File: config.mk
export PLATFORM = sky130hd
export DESIGN_NAME = click_classifier
export DESIGN_NICKNAME = d
export VERILOG_FILES = /design/src/rtl/click_pkg.sv /design/src/rtl/click_window_timer.sv /design/src/rtl/click_classifier.sv
export SDC_FILE = /design/constraint.sdc
export NUM_CORES = 1
export LEC_CHECK = 0
export ABC_AREA = 1
export CAP_MARGIN = 20
export CORE_MARGIN = 1
export CORE_UTILIZATION = 35
export DETAILED_ROUTE_END_ITERATION = 7
export PLACE_DENSITY_LB_ADDON = 0.3
export SLEW_MARGIN = 15
export SYNTH_ARGS = -nofsm -noshare
export SYNTH_HDL_FRONTEND = slang
export SYNTH_HIERARCHICAL = 1
export SYNTH_SLANG_ARGS = --single-unit
File: constraint.sdc
create_clock -name clk -period 1.8 [get_ports clk]
set_input_delay 0.18 -clock clk [delete_from_list [all_inputs] [get_ports clk]]
set_output_delay 0.18 -clock clk [all_outputs]
set_load 0.005 [all_outputs]
File: src/rtl/click_pkg.sv
// click_pkg: shared types and constants for the click classifier.
//   state_t   : classifier FSM state (S_TWO exists only with CLICK_TRIPLE_CLICK_EN)
//   EVT_*     : 2-bit event codes presented on evt_code_o
// Configuration macro: CLICK_TRIPLE_CLICK_EN
package click_pkg;

`ifdef CLICK_TRIPLE_CLICK_EN
    typedef enum logic [1:0] {
        S_IDLE = 2'd0,
        S_ONE  = 2'd1,
        S_TWO  = 2'd2
    } state_t;
`else
    typedef enum logic [1:0] {
        S_IDLE = 2'd0,
        S_ONE  = 2'd1
    } state_t;
`endif

    localparam logic [1:0] EVT_NONE   = 2'b00;
    localparam logic [1:0] EVT_SINGLE = 2'b01;
    localparam logic [1:0] EVT_DOUBLE = 2'b10;
    localparam logic [1:0] EVT_TRIPLE = 2'b11;

endpackage

File: src/rtl/click_window_timer.sv
// click_window_timer: inter-press gap timer.
//   clk, rst   : clock, async active-high reset (count -> 0)
//   i_clear    : force count to 0 (has priority over i_enable)
//   i_enable   : advance count by one; saturates at WINDOW_CYCLES-1, never wraps
//   o_expire   : count has reached WINDOW_CYCLES-1
module click_window_timer #(
    parameter int WINDOW_CYCLES = 30_000_000,
    parameter int TMR_W         = 25
) (
    input  logic clk,
    input  logic rst,
    input  logic i_clear,
    input  logic i_enable,
    output logic o_expire
);

    localparam logic [TMR_W-1:0] LAST = TMR_W'(WINDOW_CYCLES - 1);

    logic [TMR_W-1:0] r_cnt;
    logic             w_at_last;

    assign w_at_last = (r_cnt == LAST);
    assign o_expire  = w_at_last;

    always_ff @(posedge clk or posedge rst) begin
        if (rst)
            r_cnt <= '0;
        else if (i_clear)
            r_cnt <= '0;
        else if (i_enable && !w_at_last)
            r_cnt <= r_cnt + 1'b1;
    end

endmodule

File: src/rtl/click_classifier.sv
// click_classifier: groups debounced press pulses into single/double/triple
// click events and hands them to a consumer through a 1-entry register.
//   clk, rst      : clock, async active-high reset
//   press_i       : single-cycle debounced press pulse
//   evt_valid_o   : an event is held for the consumer
//   evt_code_o    : 01 single, 10 double, 11 triple, 00 when not valid
//   evt_ready_i   : consumer accepts the held event
//   busy_o        : a click sequence is open
//   drop_o        : one-cycle pulse when a new event is lost to a full register
// Configuration macro: CLICK_TRIPLE_CLICK_EN (enables state TWO and triple events;
// without it a second press emits double immediately).
module click_classifier
    import click_pkg::*;
#(
    parameter int WINDOW_CYCLES = 30_000_000,
    parameter int TMR_W         = 25
) (
    input  logic       clk,
    input  logic       rst,
    input  logic       press_i,
    output logic       evt_valid_o,
    output logic [1:0] evt_code_o,
    input  logic       evt_ready_i,
    output logic       busy_o,
    output logic       drop_o
);

    state_t     r_state, w_next;
    logic       w_emit;
    logic [1:0] w_code;
    logic       w_expire;
    logic       w_busy;
    logic       w_tmr_clr;
    logic       r_valid;
    logic [1:0] r_code;
    logic       r_drop;

    assign w_busy = (r_state != S_IDLE);

    // Timer restarts on every press; held at 0 while idle so a new sequence
    // always starts from a clean count.
    assign w_tmr_clr = press_i || !w_busy;

    click_window_timer #(
        .WINDOW_CYCLES (WINDOW_CYCLES),
        .TMR_W         (TMR_W)
    ) u_timer (
        .clk      (clk),
        .rst      (rst),
        .i_clear  (w_tmr_clr),
        .i_enable (w_busy),
        .o_expire (w_expire)
    );

    always_ff @(posedge clk or posedge rst) begin
        if (rst)
            r_state <= S_IDLE;
        else
            r_state <= w_next;
    end

    // A press is checked before expiry so a press in the expiry cycle
    // continues the sequence instead of timing it out.
    always_comb begin
        w_next = r_state;
        w_emit = 1'b0;
        w_code = EVT_NONE;
        case (r_state)
            S_IDLE: begin
                if (press_i)
                    w_next = S_ONE;
            end
            S_ONE: begin
                if (press_i) begin
`ifdef CLICK_TRIPLE_CLICK_EN
                    w_next = S_TWO;
`else
                    w_next = S_IDLE;
                    w_emit = 1'b1;
                    w_code = EVT_DOUBLE;
`endif
                end else if (w_expire) begin
                    w_next = S_IDLE;
                    w_emit = 1'b1;
                    w_code = EVT_SINGLE;
                end
            end
`ifdef CLICK_TRIPLE_CLICK_EN
            S_TWO: begin
                if (press_i) begin
                    w_next = S_IDLE;
                    w_emit = 1'b1;
                    w_code = EVT_TRIPLE;
                end else if (w_expire) begin
                    w_next = S_IDLE;
                    w_emit = 1'b1;
                    w_code = EVT_DOUBLE;
                end
            end
`endif
            default: w_next = S_IDLE;
        endcase
    end

    // Output register: a pending event is only replaced when it is being
    // accepted this cycle; otherwise the newcomer is dropped.
    always_ff @(posedge clk or posedge rst) begin
        if (rst) begin
            r_valid <= 1'b0;
            r_code  <= EVT_NONE;
            r_drop  <= 1'b0;
        end else begin
            r_drop <= 1'b0;
            if (w_emit) begin
                if (!r_valid || evt_ready_i) begin
                    r_valid <= 1'b1;
                    r_code  <= w_code;
                end else begin
                    r_drop <= 1'b1;
                end
            end else if (r_valid && evt_ready_i) begin
                r_valid <= 1'b0;
                r_code  <= EVT_NONE;
            end
        end
    end

    assign evt_valid_o = r_valid;
    assign evt_code_o  = r_code;
    assign busy_o      = w_busy;
    assign drop_o      = r_drop;

endmodule

[Yosys cells after proc, flatten, opt, wreduce, memory -nomap -nowiden]
Index checks and enable logic that the tools add are counted.
Word-level totals
  register bits: 31
  output and inout bits: 5
  bits of input ports: 4
Operators by class
  reductions and logical operators: 13
  equal/unequal tests: 5
  muxes and demuxes: 20
  add/sub/neg operators: 1
Operator list (count)
  25-bit two-way mux: 2
  25-bit by 1-bit adder with 25-bit output (second input constant): 1
  25-bit == test (second input constant): 1
  2-bit two-way mux: 8
  1-bit two-way mux: 9
  2-bit nonzero test: 3
  2-bit case mux with 2 select lines: 1
  2-bit AND reduction: 2
  1-bit zero test: 3
  3-bit by 2-bit inequality test with 1-bit output (second input constant): 1
  2-bit by 1-bit == test with 1-bit output (second input constant): 1
  1-bit logical AND: 2
  2-bit zero test: 1
  1-bit logical OR: 2
  2-bit by 1-bit inequality test with 1-bit output (second input constant): 1
  2-bit inequality test (second input constant): 1

[Logic depth before layout (Yosys ltp)]
  depth after elaboration: 6
  depth in mapped cells: 12

[By module]
The synthesis kept the hierarchy.
Modules (own cells, without submodules)
  click_window_timer: instances 1, area an instance 1788.0 um2, cells an instance 285
  click_classifier: instances 1, area an instance 229.0 um2, cells an instance 29

[Worst setup path before layout]
Ideal clock, no wire load.
  path kind: reg-to-reg
  start point: register u_timer.r_cnt[1]
  end point: register u_timer.r_cnt[16]
  arrival time: 1.412 ns
  period minus slack after synthesis: 1.538 ns
  setup time: 0.126 ns
  stages on the path, launching flop included: 11
  setup slack: 0.262 ns
  cells stage by stage: dfrtp_1 > ha_1 > nand2_1 > nor2_1 > nand2_1 > nor2_1 > nand2_1 > nand2_1 > nor2_1 > nand2_1 > o21ai_0
On the way
  cells in the longest elaborated chain, start to end: 4
Ends and longest elaborated chain
  start: declaration: RTL line click_window_timer.sv:19  | logic [TMR_W-1:0] r_cnt;
  start signal: assignment: RTL line click_window_timer.sv:31  | r_cnt <= r_cnt + 1'b1;
  branches (longest 4 deep; another with 25-bit by 1-bit adder with 25-bit output)
Several ways; the timed one is not identified. The select of a mux whose other input is x is not followed.
A chain may end at the register's enable or synchronous reset.

[Final worst setup path]
  start point: register u_timer.r_cnt[1]
  end point: register u_timer.r_cnt[10]
The elaborated chain is that of the path after synthesis.

==> flow_summary.ini <==
[outcome]
status = completed

[drt]
first_pass_iters = 4
routed_via_density = 4.76
met2WireLength_um = 2500
finalWirelength_um = 5350
remaining_drc_errors = 0
drtIter0Drc = 150
final_antenna_net_count = 0
top_layer_used = met4
drt-met1-wl_um = 2530
wl_met3_um = 227
post_drt_wl_per_cell_um = 12.3
num_vias = 2065

[grt]
overflow = 0
grt_pass1_wl_um = 9110
antenna_found_initial = 0
grt_max_degree = 26
grt_pass1_vias = 2030
track_usage_pct = 19.6

[worst_setup_path]
r2r.worst_path.cells = 12
critPathLaunchType = register
cp-startpoint = u_timer/r_cnt[1]
crit_end = u_timer/r_cnt[10]
cp-end-kind = register
timing.rr.start = u_timer/r_cnt[1]
worst_ep_required_time_ns = 1.98
critPathKind = register to register
worstPathArrival_ns = 1.79
reg2reg_slack_ns = 0.18
r2r-end = u_timer/r_cnt[10]
critPathMaxFanout = 19

[floorplan]
core-area_um2 = 5540
die_w_um = 77.9
chipHeight_um = 77.9
floorplan.initialDensity_pct = 36.4
rows = 27
ios = 9
die_area_um2 = 6070

[timing]
worstMarginPinSlew_ns = 0.365
rsz0062_at_grt = no
drv_slew = 0
period_share_pct = 90.0
max_freq_mhz = 618
setup_viol_count_final = 0
whs_ns = 0.120
hold_viol = 0
min_period_ns = 1.62
fin_worst_skew_ns = 0.00494
final.setup.tns_ns = 0
slew_headroom_pct = 75.6

[synthesis]
syn_area_per_cell_um2 = 6.42
ys.flop_type = dfrtp_1
synth_xor_xnor_area_share_pct = 1.74
synth_seq_area_share_pct = 37.2
syn_inst = 314
synth_mux_area_share_pct = 0
synth.cell_area_um2 = 2020
synth_warnings = 6
synth-edff-count = 0
synth_fp_nets = 319
synth-compound-area-share_pct = 4.90
ys_ff_latch = 30
synth_cell_types = 25
synth_top_family_by_area = simple AND/OR/NAND/NOR gates
async_flop_share_pct = 100
synthAdderAreaFrac_pct = 0.620
synth-simple-area-share_pct = 44.9

[clock_tree]
cts_sinks = 30
cts_hold_buf = 0
htree_levels = 2
cts.clk_slew.worst_paths_ns = 0.07
cts_tree = yes
numCtsBuffers = 5
clock_latency_ns = 0.29
clockBufferDepth = 2
root_buffer = clkbuf_8

[power]
leakage_nw = 1.27
ir_drop_mv = 0.279
power_density_nw_per_um2 = 583

[cells_and_area]
insertedDiodeCount = 0
final_cell_mix = nand2_1 (120), inv_1 (41), nor2_1 (40)
final_util_pct = 46.2
mostFrequentLayoutCell = nand2_1
final_nets = 366
drive_gt1_share_pct = 16.9
fillers = 597
syn2layout_area_growth_pct = 26.9

[worst_hold_path]
hp-class = primary input to async pin

[placement]
hpwl_um = 3810
portBuffers = 8
gp_congestion = 0.880

[job]
drv_cap = 0
[sequential cells by signal, summed over array words and instances, names as in the netlist]
name,flops
evt_code_o,2
r_state,1
drop_o,1
u_timer/r_cnt,25
evt_valid_o,1
[layer usage]
layer | GRT usage, % | vias to the layer above
li1 | - | 1074
met1 | 24.5 | 948
met2 | 32.5 | 34
met3 | 3.88 | 9
met4 | 8.52 | 0
met5 | 0 | -
[area by class of cell]
class / count / area (um2) / share of cell area [%]
Clock buffer: 7 / 86.3 / 3.37
Timing Repair Buffer: 45 / 358 / 14.0
Tap cell: 72 / 90.1 / 3.52
Sequential cell: 30 / 751 / 29.3
Inverter: 42 / 170 / 6.65
Multi-Input combinational cell: 237 / 1100 / 43.0
Clock inverter: 1 / 5.00 / 0.196
[worst max-delay path: stages, from the launching register on]
cell,delay (ns)
dfrtp_1,0.40
ha_1,0.20
nand2_1,0.08
inv_1,0.06
nand2_2,0.07
buf_4,0.09
nor2_1,0.03
nand2_1,0.10
nand2_4,0.09
nand2_8,0.13
clkinv_8,0.12
nand2_1,0.08
nand2_1,0.05
[kinds of logic (layout without fill, tap and decap cells)]
family	after synthesis	in the layout
buffers and inverters	48	95
AO/OA/AOI/OAI	17	17
adder cells (fa/ha/maj)	1	1
flip-flops	30	30
AND/OR/NAND/NOR	214	215
XOR/XNOR	4	4
[synthesized netlist by cell type, types with 2 or more instances]
library cell / instances / area, um2
nand2_1: 120 / 450
nand2_2: 3 / 18.8
o21ai_0: 9 / 45.0
nor2_1: 45 / 169
buf_2: 2 / 10.0
nor3_1: 4 / 20.0
o21ai_2: 3 / 26.3
inv_1: 41 / 154
nand3_1: 24 / 120
dfrtp_1: 30 / 751
nand4_1: 12 / 75.1
xor2_1: 3 / 26.3
buf_6: 3 / 33.8
a21oi_1: 4 / 20.0
[worst min path at each step]
stage	startpoint	endpoint	slack, ns
2_1_floorplan	rst	drop_o	-0.04
3_3_place_gp	rst	drop_o	0.43
3_5_place_dp	rst	drop_o	0.43
4_1_cts	rst	evt_code_o[0]	0.12
5_1_grt	rst	drop_o	0.13
6_report	rst	drop_o	0.12
[report_power, final]
part           total (mW)  switching (mW)  internal, mW
Combinational       0.214           0.138        0.0759
Sequential          0.702          0.0101         0.692
Clock               0.577           0.269         0.308
Total                1.49           0.417          1.08
[metrics by stage]
stage / setup slack, ns / power [mW] / cells / instance area (um2)
2_1_floorplan: 0.262 / 0.836 / 314 / 2020
3_3_place_gp: -0.232 / 0.903 / 424 / 2410
3_5_place_dp: -0.308 / 0.905 / 424 / 2410
4_1_cts: 0.0583 / 1.49 / 432 / 2510
5_1_grt: 0.00354 / 1.57 / 434 / 2560
6_report: 0.181 / 1.49 / 434 / 2560
[what timing repair did]
action	in CTS	in global routing
endpoints found under the hold margin	0	0
setup endpoints to repair	15	23
resized for setup	3	8
cloned	0	1
buffers inserted	0	1
pin swaps	0	1
Note: power is estimated with default switching activity, not from simulation.
